<file path="src/rtl/rng_share_pkg.sv">
// Shared definitions for the RNG engine sharing controller: FSM state
// encoding, config register addresses and the default seed.
package rng_share_pkg;

    typedef enum logic [1:0] {
        S_IDLE = 2'd0,
        S_LOAD = 2'd1,
        S_WARM = 2'd2
    } state_t;

    localparam logic [1:0]  CFG_ADR_SEED_HI  = 2'd1;
    localparam logic [1:0]  CFG_ADR_SEED_LO  = 2'd2;
    localparam logic [63:0] SEED_RST_DEFAULT = 64'h123456789abcdef0;

    // Round-robin pointer advance: the requester after the winner, wrapping.
    function automatic int unsigned next_index(input int unsigned idx, input int unsigned n);
        return (idx + 1 >= n) ? 0 : idx + 1;
    endfunction

endpackage

</file>
<file path="src/rtl/rng_share_ctrl_rr_pick.sv">
// Combinational round-robin picker: scans the eligible vector starting at
// ptr and wrapping, returning the first hit as one-hot, as an index and as
// an "any" flag.
module rr_pick #(
    parameter int N  = 4,
    parameter int IW = (N > 1) ? $clog2(N) : 1
) (
    input  logic [N-1:0]  elig,
    input  logic [IW-1:0] ptr,
    output logic [N-1:0]  win,
    output logic [IW-1:0] idx,
    output logic          any
);

    logic [IW-1:0] j;

    // First eligible requester at or after ptr, modulo N.
    always_comb begin
        win = '0;
        idx = '0;
        any = 1'b0;
        j   = '0;
        for (int i = 0; i < N; i++) begin
            j = IW'((int'(ptr) + i) % N);
            if (!any && elig[j]) begin
                any    = 1'b1;
                idx    = j;
                win[j] = 1'b1;
            end
        end
    end

endmodule

</file>
<file path="src/rtl/rng_share_ctrl.sv">
// Arbiter/sequencer sharing one PCG step engine among NREQ requesters.
// Draws are granted round-robin, one per cycle; an atomic reseed (stage hi,
// stage lo + commit) loads the engine and discards WARMUP steps before
// draws resume. Reseed always takes priority over draws.
//
// Optional build macro RNG_SHARE_STATS_EN adds draw_count_o, a saturating
// count of acks that is cleared by a seed commit.
//
// state  | meaning
// S_IDLE | serving draws; leaves for S_LOAD when a commit is pending
// S_LOAD | one-cycle engine load from the staged seed
// S_WARM | discarding WARMUP engine steps after the load
module rng_share_ctrl
    import rng_share_pkg::*;
#(
    parameter int          NREQ     = 4,
    parameter int          WARMUP   = 2,
    parameter logic [63:0] SEED_RST = SEED_RST_DEFAULT
) (
    input  logic            clk,
    input  logic            rst_n,
    input  logic [NREQ-1:0] req_i,
    output logic [NREQ-1:0] ack_o,
    output logic [31:0]     rnd_o,
    input  logic            cfg_we_i,
    input  logic [1:0]      cfg_adr_i,
    input  logic [31:0]     cfg_dat_i,
    output logic            busy_o,
    input  logic [31:0]     eng_out_i,
    output logic            eng_step_o,
    output logic            eng_load_o,
    output logic [63:0]     eng_seed_o
`ifdef RNG_SHARE_STATS_EN
    ,
    output logic [31:0]     draw_count_o
`endif
);

    localparam int         IW        = (NREQ > 1) ? $clog2(NREQ) : 1;
    localparam logic [7:0] WARM_INIT = 8'(WARMUP);

    state_t          state;
    state_t          state_nx;
    logic            pend;
    logic [63:0]     staging;
    logic [7:0]      warm_cnt;
    logic [IW-1:0]   ptr;
    logic [NREQ-1:0] elig;
    logic [NREQ-1:0] win;
    logic [IW-1:0]   win_idx;
    logic            win_any;
    logic            grant;
    logic            step;
    logic            load;
    logic            wr_hi;
    logic            wr_lo;

    assign wr_hi = cfg_we_i && (cfg_adr_i == CFG_ADR_SEED_HI);
    assign wr_lo = cfg_we_i && (cfg_adr_i == CFG_ADR_SEED_LO);

    // A requester acked this cycle still has its level request up; mask it
    // so it cannot win twice on the same request.
    assign elig = req_i & ~ack_o;

    rr_pick #(
        .N  (NREQ),
        .IW (IW)
    ) u_pick (
        .elig (elig),
        .ptr  (ptr),
        .win  (win),
        .idx  (win_idx),
        .any  (win_any)
    );

    // Next-state and engine control decode.
    always_comb begin
        state_nx = state;
        grant    = 1'b0;
        step     = 1'b0;
        load     = 1'b0;
        case (state)
            S_IDLE: begin
                if (pend) begin
                    state_nx = S_LOAD;
                end else if (win_any) begin
                    grant = 1'b1;
                    step  = 1'b1;
                end
            end
            S_LOAD: begin
                load     = 1'b1;
                state_nx = (WARMUP == 0) ? S_IDLE : S_WARM;
            end
            S_WARM: begin
                step = 1'b1;
                if (warm_cnt <= 8'd1) begin
                    state_nx = S_IDLE;
                end
            end
            default: state_nx = S_IDLE;
        endcase
    end

    // Engine strobes are held off for as long as reset is applied.
    assign eng_step_o = rst_n & step;
    assign eng_load_o = rst_n & load;
    assign eng_seed_o = staging;
    assign busy_o     = pend | (state != S_IDLE);

    // FSM state, grant pipeline and warm-up counter.
    always_ff @(posedge clk) begin
        if (!rst_n) begin
            state    <= S_IDLE;
            ptr      <= '0;
            ack_o    <= '0;
            rnd_o    <= '0;
            warm_cnt <= '0;
        end else begin
            state <= state_nx;
            ack_o <= grant ? win : '0;
            if (grant) begin
                // rnd_o carries the pre-step engine word seen in the grant cycle.
                rnd_o <= eng_out_i;
                ptr   <= IW'(next_index(int'(win_idx), NREQ));
            end
            if (state == S_LOAD) begin
                warm_cnt <= WARM_INIT;
            end else if (state == S_WARM && warm_cnt != 8'd0) begin
                warm_cnt <= warm_cnt - 8'd1;
            end
        end
    end

    // Seed staging and commit flag; a commit landing in the S_LOAD cycle
    // keeps pend set so a second reseed follows.
    always_ff @(posedge clk) begin
        if (!rst_n) begin
            staging <= SEED_RST;
            pend    <= 1'b0;
        end else begin
            if (wr_hi) begin
                staging[63:32] <= cfg_dat_i;
            end
            if (wr_lo) begin
                staging[31:0] <= cfg_dat_i;
            end
            if (wr_lo) begin
                pend <= 1'b1;
            end else if (state == S_LOAD) begin
                pend <= 1'b0;
            end
        end
    end

`ifdef RNG_SHARE_STATS_EN
    logic [31:0] draw_cnt;

    // Saturating draw counter, counted when the ack is scheduled so it
    // updates together with ack_o.
    always_ff @(posedge clk) begin
        if (!rst_n) begin
            draw_cnt <= '0;
        end else if (wr_lo) begin
            draw_cnt <= '0;
        end else if (grant && draw_cnt != 32'hFFFF_FFFF) begin
            draw_cnt <= draw_cnt + 32'd1;
        end
    end

    assign draw_count_o = draw_cnt;
`endif

endmodule

</file>
<file path="config.mk">
export PLATFORM = sky130hd
export DESIGN_NAME = rng_share_ctrl
export DESIGN_NICKNAME = d
export VERILOG_FILES = /design/src/rtl/rng_share_pkg.sv /design/src/rtl/rng_share_ctrl_rr_pick.sv /design/src/rtl/rng_share_ctrl.sv
export SDC_FILE = /design/constraint.sdc
export NUM_CORES = 1
export LEC_CHECK = 0
export CORE_MARGIN = 1.5
export CORE_UTILIZATION = 45
export CTS_BUF_LIST = sky130_fd_sc_hd__clkbuf_4
export CTS_CLUSTER_DIAMETER = 60
export DETAILED_ROUTE_END_ITERATION = 10
export PLACE_DENSITY = 0.81
export SETUP_SLACK_MARGIN = 0.4
export SKIP_CTS_REPAIR_TIMING = 1
export SLEW_MARGIN = 20
export SYNTH_ARGS = -nofsm -noshare
export SYNTH_HDL_FRONTEND = slang
export SYNTH_SLANG_ARGS = --single-unit
</file>
<file path="constraint.sdc">
create_clock -name clk -period 2.9 [get_ports clk]
set_input_delay 0.435 -clock clk [delete_from_list [all_inputs] [get_ports clk]]
set_output_delay 0.435 -clock clk [all_outputs]
set_load 0.05 [all_outputs]
</file>
==> implementation parameters, run 1 <==
Parameter                              Value

Outcome
  Result of the run    finished, final reports clean

GRT
  Overall routing resource usage    0.236
  First-pass GRT wire length    ~19 mm
  Number of antenna violations at the first check in global routing    0
  Largest net degree at the start of global routing    49
  Global route overflow    0
  Number of global-route vias before repair    roughly 4100

STA
  Ratio of final minimum period to clock period    0.818
  Sum of negative setup slack    0 ns
  Relative slew slack    0.516
  Period minus WS final    approximately 2.4 ns
  Total of endpoints with negative setup slack in the final report    0
  Final hold viol count    0
  Max-slew violations    0
  Highest clock frequency the design can meet    422 MHz
  Fin worst setup slack    0.528 ns
  Transition time at the pin with the least slew margin    approximately 0.73 ns
  Post-route clock skew    0.0103 ns
  Setup repair after global routing missed its margin    false
  Final Hold Slack    0.457 ns

Logic synthesis
  Register bit total from synthesis    113
  Sequential-to-total area share from yosys stat    0.500
  Synthesized cell area    around 0.0045 mm2
  Most used DFF post-synth    sky130_fd_sc_hd__dfxtp_1
  Share of Yosys cell area claimed by the top area cell type    0.500
  Most common cell in the synthesized netlist    sky130_fd_sc_hd__nand2_1
  Asr flop ratio synth    0
  Post-synthesis cell count    571
  Number of warnings issued by yosys    0
  Count of different cell masters after synthesis    about 50
  List of most frequent post-synthesis cells    sky130_fd_sc_hd__nand2_1, sky130_fd_sc_hd__dfxtp_1, sky130_fd_sc_hd__a21oi_1, sky130_fd_sc_hd__nand3_1, sky130_fd_sc_hd__clkbuf_1
  Post-synthesis net count    654
  Yosys top cell by area    sky130_fd_sc_hd__dfxtp_1
  Synth top area cells    sky130_fd_sc_hd__dfxtp_1, sky130_fd_sc_hd__nand2_1, sky130_fd_sc_hd__a21oi_1, sky130_fd_sc_hd__nand3_1, sky130_fd_sc_hd__ha_1
  Number of flops mapped to enable cells by yosys    0
  Synthesized area per cell    just under 8 um2

Worst setup path
  Critical Path End Type    output pin
  Required time at the worst-slack endpoint    2.47 ns
  Worst Setup Path Type    primary input to output pin
  Critical-path maximum fanout    6
  Worst Setup Start Kind    primary input
  Data arrival, critical path    1.94 ns

Die
  Rows    36
  IO Count    176
  Starting utilization of the core area    0.463
  Die height    103 um
  Core ar.    0.00977 mm2
  Area of the die    0.0107 mm2
  Width of the die    103 um

Power and ir drop
  Power share of the clock group    0.267
  Total chip power    4.76 mW
  Leakage Power    2.69 nW
  Cell internal pwr    a little over 3 mW
  Power share of the combinational group    0.360
  Net switching power    1.73 mW
  Power per cell area    between 700 and 800 mW/mm2
  Largest vdd supply drop    410 uV
  Sequential share of power    0.374
  Proportion of total power due to net switching    0.364

Cells and area
  Number of fill cells in the layout    around 800
  Count of non-filler cells in the finished layout    884
  Storage element area    ~0.0023 mm2
  Number of antenna repair diodes    0
  Layout overhead on the synthesized area    48.2%
  Number of nets in the finished design    821
  Fraction of final layout cells sized beyond drive strength 1    0.0839
  Area of combinational cells with multiple inputs    0.00212 mm2

Routing
  Count of antenna-violating nets left after detailed routing    0
  Count of unresolved DRC violations after routing    0
  First-iteration detailed-routing DRC count    a little over 200
  WL final    12.8 mm
  Overall via count from detail_route    4469
  Drt wl/cell    14.4 um
  Total iterations of the first detailed-routing run    5
  Number of vias per cell    approximately 5.1

Place
  # port buffers    about 180
  Worst slack at placement    0.361 ns
  Sum of net half-perimeters after detailed placement    approximately 9 mm
  Final weighted congestion of routability-driven global placement    0.821
  Placed instance count    about 850

CTS
  Buffer type at the clock tree root    sky130_fd_sc_hd__clkbuf_4
  CTS tree    yes
  Sink count of the clock tree    113
  Buffer levels on the longest clock path    2
  Clock transition at the registers of the reported paths    0.09 ns
  Clock insertion delay at the later pin of the skew report    0.49 ns
  Level count of the clock H-tree    4
  CTS buffer count    17

Flow run
  Count of max-cap constraint violations    0

Hold path
  Worst hold path type    flop to flop
==> through the flow <==
stage | instance area, um2 | util
floorplan | 4530 | -
global placement | 6370 | 0.652
detailed placement | 6370 | 0.652
CTS | 6680 | 0.684
global route | 6710 | 0.687
finish | 6710 | 0.687
==> final timing paths <==
| check | from | endpoint | slack [ns] | depth (start not counted) |
|---|---|---|---|---|
| worst max-delay path | req_i[0] | eng_step_o | 0.53 | 7 |
| worst max register to register | ptr[1] | ptr[1] | 0.55 | 7 |
| worst min-delay path | eng_seed_o[16] | eng_seed_o[16] | 0.46 | 2 |
| worst min register to register | eng_seed_o[16] | eng_seed_o[16] | 0.46 | 2 |
==> cell usage in the layout (no fill, tap or decap), types with 3 or more instances in the layout <==
cell,instances
sky130_fd_sc_hd__a21oi_1,74
sky130_fd_sc_hd__a31oi_1,4
sky130_fd_sc_hd__buf_4,8
sky130_fd_sc_hd__bufinv_16,4
sky130_fd_sc_hd__clkbuf_4,19
sky130_fd_sc_hd__clkdlybuf4s50_1,172
sky130_fd_sc_hd__clkinv_2,5
sky130_fd_sc_hd__dfxtp_1,112
sky130_fd_sc_hd__ha_1,9
sky130_fd_sc_hd__inv_1,4
sky130_fd_sc_hd__nand2_1,207
sky130_fd_sc_hd__nand2b_1,4
sky130_fd_sc_hd__nand3_1,37
sky130_fd_sc_hd__nor2_1,17
sky130_fd_sc_hd__o21ai_0,12
sky130_fd_sc_hd__or3b_1,3
sky130_fd_sc_hd__xnor2_1,4
sky130_fd_sc_hd__xor2_1,3
==> cells by family (layout without fill, tap and decap cells) <==
| logic type | Yosys count | in the layout | synth area share |
|---|---|---|---|
| buffers and inverters | 41 | 221 | 0.0403 |
| AND/OR/NAND/NOR | 292 | 292 | 0.276 |
| multiplexers | 5 | 5 | 0.0155 |
| AO/OA/AOI/OAI | 103 | 103 | 0.127 |
| flip-flops | 113 | 113 | 0.500 |
| adder cells (fa/ha/maj) | 10 | 10 | 0.0276 |
| XOR/XNOR | 7 | 7 | 0.0135 |
==> power by group through the flow <==
| stage | logic [mW] | clock network (mW) | registers (mW) |
|---|---|---|---|
| after floorplan | 0.775 | 0 | 2.21 |
| after global placement | 1.64 | 0 | 1.80 |
| after detailed placement | 1.68 | 0 | 1.81 |
| after CTS | 1.68 | 1.30 | 1.77 |
| after global routing | 1.84 | 1.38 | 1.79 |
| final | 1.71 | 1.27 | 1.78 |
==> flip-flops by register name, indices dropped and copies added, names as in the netlist <==
name	count
ack_o	4
eng_seed_o	64
pend	1
ptr	2
rnd_o	32
state	2
warm_cnt	8
==> area by class of cell <==
| cell class | count | area share |
|---|---|---|
| multi-input combinational | 417 | 0.315 |
| sequential | 113 | 0.337 |
| inverter | 6 | 0.00336 |
| clock buffer | 19 | 0.0212 |
| tap | 133 | 0.0248 |
| clock inverter | 13 | 0.0250 |
| timing repair buffer | 183 | 0.273 |
==> metal layers <==
| metal | GRT usage | share of wire | up-vias |
|---|---|---|---|
| met4 | 0.0665 | 0.011 | 0 |
| met5 | 0 | 0 | - |
| met1 | 0.270 | 0.43 | 2080 |
| met3 | 0.114 | 0.089 | 10 |
| li1 | - | - | 2223 |
| met2 | 0.394 | 0.47 | 156 |
==> worst max-delay path: stages <==
cell and delay, ns:
sky130_fd_sc_hd__clkdlybuf4s50_1 0.47, sky130_fd_sc_hd__nor2b_2 0.24, sky130_fd_sc_hd__nor2_1 0.12, sky130_fd_sc_hd__a31oi_4 0.18
sky130_fd_sc_hd__nor2_1 0.07, sky130_fd_sc_hd__nor3_2 0.25, sky130_fd_sc_hd__buf_12 0.17
Note: power is estimated with default switching activity, not from simulation.
==> run 2: changes to the inputs <==
Settings changed: CORE_UTILIZATION 45 to 41, PLACE_DENSITY 0.81 to 0.78.
Clock period 2.9 ns to 2.1 ns, I/O delays scaled along.
==> run 2 against run 1 <==
The run now ends with negative setup slack left. Routed wire length rose by 8.3%. Register-to-register slack got worse by 0.44 ns. Count of clock-buffer cells in the layout fell by 1. Worst hold slack got worse by 0.11 ns. Combinational power rose by 78%. Sequential share of layout area fell by 2.8 points. Critical endpoint unchanged. Highest routed layer unchanged. Final cell count rose by 4.3%.
==> implementation parameters, run 2 (same netlist as run 1, synthesis figures left out) <==
Parameter                              Value

Outcome
  Result of the run    finished with violations
  Violations in the final reports    negative setup slack

Place
  Worst slack at placement    -0.241 ns (-0.602 ns)
  # port buffers    175 (unchanged)
  Sum of net half-perimeters after detailed placement    9.39 mm (+4.1%)
  Final weighted congestion of routability-driven global placement    0.849 (+3.4%)

Cells and area
  Layout overhead on the synthesized area    62.9%
  Number of fill cells in the layout    793 (-1.4%)
  Highest-count cells in the layout ignoring fill and taps    sky130_fd_sc_hd__nand2_1, sky130_fd_sc_hd__dfxtp_1, sky130_fd_sc_hd__dlymetal6s2s_1, sky130_fd_sc_hd__clkdlybuf4s50_1, sky130_fd_sc_hd__a21oi_1
  Area of combinational cells with multiple inputs    0.00233 mm2 (+10%)
  Post-Route Utilization    0.683 (-0.00348)
  Flip-flop count of the largest register after layout    64 (unchanged)
  Storage element area    0.00228 mm2 (+0.88%)
  Number of antenna repair diodes    0 (unchanged)
  Number of nets in the finished design    853 (+3.9%)
  Most common cell after layout, fill and taps aside    sky130_fd_sc_hd__nand2_1
  Fraction of final layout cells sized beyond drive strength 1    0.184 (+0.100)

Die
  Rows    38 (+5.6%)
  Core ar.    0.0108 mm2 (+10%)
  Die height    108 um (+4.6%)
  IO Count    176 (unchanged)
  Width of the die    108 um (+4.6%)
  Starting utilization of the core area    0.420 (-0.0437)
  Area of the die    0.0117 mm2 (+9.5%)

STA
  Highest clock frequency the design can meet    456 MHz
  Max-slew violations    0 (unchanged)
  Total of endpoints with negative setup slack in the final report    1 (+1)
  Ratio of final minimum period to clock period    1.04
  Final Hold Slack    0.344 ns (-0.113 ns)
  Setup repair after global routing missed its margin    true
  Relative slew slack    0.575 (+0.0593)
  Transition time at the pin with the least slew margin    0.637 ns (-0.0889 ns)
  Period minus WS final    2.19 ns
  Fin worst setup slack    -0.0908 ns (-0.619 ns)
  Final hold viol count    0 (unchanged)
  Post-route clock skew    0.0264 ns (+0.0161 ns)

CTS
  Buffer type at the clock tree root    sky130_fd_sc_hd__clkbuf_4
  CTS tree    yes
  Clock transition at the registers of the reported paths    0.12 ns (+0.03 ns)
  CTS buffer count    17 (unchanged)
  Buffer levels on the longest clock path    2 (unchanged)
  Sink count of the clock tree    113 (unchanged)
  Level count of the clock H-tree    4 (unchanged)
  Clock insertion delay at the later pin of the skew report    0.50 ns (about the same)

Routing
  First-iteration detailed-routing DRC count    238 (+18%)
  Met2 wire length    6.85 mm (+13%)
  Drt wl/cell    15.0 um (+3.9%)
  Total iterations of the first detailed-routing run    4 (-1)
  Top routing layer used    met4
  Count of antenna-violating nets left after detailed routing    0 (unchanged)
  WL final    13.8 mm (+8.3%)
  Count of unresolved DRC violations after routing    0 (unchanged)
  Overall via count from detail_route    4759 (+6.5%)
  Number of vias per cell    5.16 (+2.1%)
  DR WL met3    1.42 mm (+25%)
  Wire length on met1    5.25 mm (-3.4%)

Power and ir drop
  Power per cell area    950 mW/mm2 (+34%)
  Largest vdd supply drop    671 uV (+64%)
  Leakage Power    3.95 nW (+47%)

Worst setup path
  Max stage delay cell, worst path    sky130_fd_sc_hd__dfxtp_4
  Critical-path maximum fanout    4 (-2)
  Worst Setup Start Kind    flop
  Buffering stage count on the worst path with inverters included    2 (unchanged)
  Worst path cell trace    nand2b_1, buf_4, a31oi_4, nor2_2, nor3_4, buf_12
  Required time at the worst-slack endpoint    1.78 ns (-0.69 ns)
  Crit Reg-Reg Startpoint    ack_o[0]
  Worst R2R Path Depth    6 (-1)
  Endpoint of the lowest-slack register-to-register path    ptr[1]
  Cell family with most CP delay    simple AND/OR/NAND/NOR gates
  Worst Setup Path Type    flop to output pin
  Critical Path End Type    output pin
  Data arrival, critical path    1.88 ns (-0.06 ns)
  Slack of the worst reg-to-reg path    0.11 ns (-0.44 ns)
  Crit-path max cell delay    0.36 ns (-0.11 ns)

Hold path
  Number of stages on the worst hold path    3 (+1)
  Hold Path Sink    rnd_o[8]
  Worst min-delay path startpoint    eng_out_i[8]
  Worst hold path type    primary input to flop

GRT
  First-pass GRT wire length    20.4 mm (+6.0%)
  Overall routing resource usage    0.221 (-0.0143)
  Global route overflow    0 (unchanged)
  Number of global-route vias before repair    4387 (+8.1%)
  Largest net degree at the start of global routing    42 (-14%)
  Number of antenna violations at the first check in global routing    0 (unchanged)

Flow run
  Count of max-cap constraint violations    0 (unchanged)
[run 2: cell count changes in the layout (fill, tap and decap cells not counted), sizes merged]
cell and change:
clkinv +4, clkinvlp -1, dlymetal6s2s +91, inv -1
clkbuf +7, buf +33, clkdlybuf4s50 -100, bufinv -2
[run 2: worst max path at each step]
stage                         from    endpoint  depth (start not counted)  slack [ns]
after floorplan             ptr[0]      ptr[1]                          9        0.07
final                     ack_o[1]  eng_step_o                          6       -0.09
after global routing      ack_o[1]  eng_step_o                          6       -0.21
after detailed placement  req_i[3]    ack_o[0]                          8       -0.24
after global placement    req_i[3]    ack_o[1]                          8       -0.14
after CTS                 ack_o[2]  eng_step_o                          6       -0.25
[run 2: cell type report]
type	count	area share
clock buffers	18	0.0183
clock inverters	13	0.0165
inverters	6	0.00407
multi-input cells	417	0.317
flip-flops and latches	113	0.310
well taps	140	0.0238
repair buffers	215	0.311
[run 2: per-stage QoR]
| stage | instance area (um2) | instances | TNS (ns) | power, mW |
|---|---|---|---|---|
| after detailed placement | 6600 | 876 | -3.52 | 5.11 |
| after CTS | 6850 | 907 | -0.492 | 6.62 |
| final | 7370 | 922 | -0.0908 | 7.01 |
| after global placement | 6600 | 876 | -0.862 | 5.02 |
| after global routing | 7370 | 922 | -0.209 | 7.35 |
| after floorplan | 4630 | 571 | 0 | 4.27 |
[run 2: tightest hold or removal path: cells and delay by family]
| family | cells | cell delay (ns) |
|---|---|---|
| AOI/OAI and AO/OA | 1 | 0.05 |
| buffers and inverters | 1 | 0.39 |
| and+or+nand+nor | 1 | 0.05 |
[run 2: metal layers]
layer  vias to the layer above  global-route usage
met5                         -                   0
met4                         0              0.0752
met3                        28               0.104
met2                       208               0.375
met1                      2226               0.244
li1                       2297                   -
[run 2: power by group]
part,switching (mW),internal (mW)
clock,0.813,0.694
sequential,0.117,2.35
combinational,1.77,1.27
total,2.70,4.31
==> run 3: changes to the inputs <==
Settings changed: ABC_CLOCK_PERIOD_IN_PS set to 2100, TNS_END_PERCENT set to 50.
==> run 3 against run 2 <==
The flow now finishes without violations. Clock skew down 0.012 ns. Global-route usage up 0.37 points. Final cell count down 0.43%. Sequential share of layout area up 0.86 points. Highest routed layer unchanged.
==> implementation parameters, run 3 (same netlist as run 1, synthesis figures left out) <==
Parameter                              Value

Die
  Die height    108 um (unchanged)
  Starting utilization of the core area    0.420 (unchanged)
  Core ar.    0.0108 mm2 (unchanged)
  Width of the die    108 um (unchanged)
  IO Count    176 (unchanged)
  Rows    38 (unchanged)
  Area of the die    0.0117 mm2 (unchanged)

GRT
  Number of antenna violations at the first check in global routing    0 (unchanged)
  Global route overflow    0 (unchanged)
  Number of global-route vias before repair    4509 (+2.8%)
  First-pass GRT wire length    20.6 mm (+0.88%)
  Overall routing resource usage    0.225 (+0.00371)
  Largest net degree at the start of global routing    36 (-14%)

Routing
  Total iterations of the first detailed-routing run    5 (+1)
  Count of antenna-violating nets left after detailed routing    0 (unchanged)
  Overall via count from detail_route    4649 (-2.3%)
  Drt wl/cell    14.7 um (-1.6%)
  Count of unresolved DRC violations after routing    0 (unchanged)
  First-iteration detailed-routing DRC count    204 (-14%)
  Number of vias per cell    5.06 (-1.9%)
  WL final    13.5 mm (-2.1%)

Place
  # port buffers    175 (unchanged)
  Placed instance count    878 (+0.23%)
  Post-place instance area    0.00659 mm2 (-0.15%)
  Final weighted congestion of routability-driven global placement    0.842 (-0.88%)
  Sum of net half-perimeters after detailed placement    9.50 mm (+1.2%)

CTS
  Sink count of the clock tree    113 (unchanged)
  CTS tree    yes
  Clock insertion delay at the later pin of the skew report    0.49 ns (about the same)
  CTS buffer count    17 (unchanged)
  Clock transition at the registers of the reported paths    0.10 ns (-0.02 ns)
  Level count of the clock H-tree    4 (unchanged)
  Buffer levels on the longest clock path    2 (unchanged)
  Buffer type at the clock tree root    sky130_fd_sc_hd__clkbuf_4

Worst setup path
  Required time at the worst-slack endpoint    1.78 ns (about the same)
  CP Launch Point    pend
  Capture point of the worst path    eng_step_o
  WP depth    5 (-1)
  Crit-path max cell delay    0.41 ns (+0.05 ns)
  Buffering stage count on the worst path with inverters included    1 (-1)
  Cell family with most CP delay    simple AND/OR/NAND/NOR gates
  Data arrival, critical path    1.76 ns (-0.12 ns)
  Slack of the worst reg-to-reg path    0.05 ns (-0.06 ns)
  Worst path cell trace    or3_4, a31oi_4, nor2_2, nor3_4, buf_12
  Worst R2R Path Depth    9 (+3)
  Worst Setup Start Kind    flop
  Critical-path maximum fanout    3 (-1)
  Endpoint of the lowest-slack register-to-register path    ptr[1]
  Worst Setup Path Type    flop to output pin
  Critical Path End Type    output pin
  Max stage delay cell, worst path    sky130_fd_sc_hd__or3_4
  Crit Reg-Reg Startpoint    ptr[0]

STA
  Transition time at the pin with the least slew margin    0.687 ns (+0.0506 ns)
  Total of endpoints with negative setup slack in the final report    0 (-1)
  Max-slew violations    0 (unchanged)
  Final hold viol count    0 (unchanged)
  Final Hold Slack    0.361 ns (+0.0167 ns)
  Relative slew slack    0.542 (-0.0337)
  Setup repair after global routing missed its margin    true
  Highest clock frequency the design can meet    483 MHz (+5.8%)
  Period minus WS final    2.07 ns (-0.119 ns)
  Sum of negative setup slack    0 ns (+0.0908 ns)
  Post-route clock skew    0.0145 ns (-0.0120 ns)
  Ratio of final minimum period to clock period    0.986 (-0.0569)

Hold path
  Number of stages on the worst hold path    3 (unchanged)
  Worst hold path type    primary input to flop

Outcome
  Result of the run    finished, final reports clean

Cells and area
  Final Cell Area    0.00719 mm2 (-2.5%)
  Count of non-filler cells in the finished layout    918 (-0.43%)
  Number of antenna repair diodes    0 (unchanged)
  Fraction of final layout cells sized beyond drive strength 1    0.163 (-0.0209)
  Highest-count cells in the layout ignoring fill and taps    sky130_fd_sc_hd__nand2_1, sky130_fd_sc_hd__dfxtp_1, sky130_fd_sc_hd__dlymetal6s2s_1, sky130_fd_sc_hd__a21oi_1, sky130_fd_sc_hd__clkdlybuf4s50_1
  Layout overhead on the synthesized area    58.7%
  Most common cell after layout, fill and taps aside    sky130_fd_sc_hd__nand2_1
  Number of nets in the finished design    850 (-0.35%)
  Flip-flop count of the largest register after layout    64 (unchanged)

Power and ir drop
  Leakage Power    3.82 nW (-3.3%)
  Power per cell area    942 mW/mm2 (-0.81%)
  Largest vdd supply drop    548 uV (-18%)
  Total chip power    6.77 mW (-3.3%)

Flow run
  Count of max-cap constraint violations    0 (unchanged)
[run 3: cell count changes in the layout (fill, tap and decap cells not counted), sizes merged]
cell | previous run | this run
clkbuf | 26 | 30
clkinv | 11 | 8
buf | 43 | 39
clkinvlp | 1 | 2
inv | 5 | 6
dlymetal6s2s | 92 | 89
[run 3: how the worst min path moves through the flow]
stage | end | slack [ns] | startpoint
5_1_grt | rnd_o[10] | 0.31 | eng_out_i[10]
3_3_place_gp | eng_seed_o[34] | 0.44 | eng_seed_o[34]
3_5_place_dp | eng_seed_o[2] | 0.45 | eng_seed_o[2]
2_1_floorplan | eng_seed_o[35] | 0.44 | cfg_dat_i[3]
6_report | rnd_o[6] | 0.36 | eng_out_i[6]
4_1_cts | rnd_o[6] | 0.31 | eng_out_i[6]
[run 3: through the flow]
stage / util / setup slack, ns
floorplan: - / 0.0722
finish: 0.666 / 0.0287
CTS: 0.634 / -0.227
global route: 0.666 / -0.101
global placement: 0.610 / -0.138
detailed placement: 0.610 / -0.191
[run 3: cell type report]
class	count	area [um2]
clock buffers	18	135
clock inverters	12	120
fillers	894	3610
inverters	6	27.5
multi-input cells	417	2210
flip-flops and latches	113	2290
well taps	140	175
repair buffers	212	2230
[run 3: per-layer routing]
| layer | GRT usage | part of all wire |
|---|---|---|
| met3 | 0.0952 | 0.089 |
| met1 | 0.256 | 0.39 |
| met4 | 0.0874 | 0.019 |
| met5 | 0 | 0 |
| met2 | 0.374 | 0.50 |
[run 3: tightest hold or removal path, stage by stage]
cell and delay (ns):
sky130_fd_sc_hd__clkdlybuf4s50_1 0.40, sky130_fd_sc_hd__nand2_1 0.05, sky130_fd_sc_hd__a21oi_1 0.05
[run 3: power breakdown]
part,switching (mW),total (mW),internal [mW]
sequential,0.113,2.46,2.35
clock,0.799,1.49,0.693
combinational,1.64,2.82,1.19
total,2.55,6.77,4.22
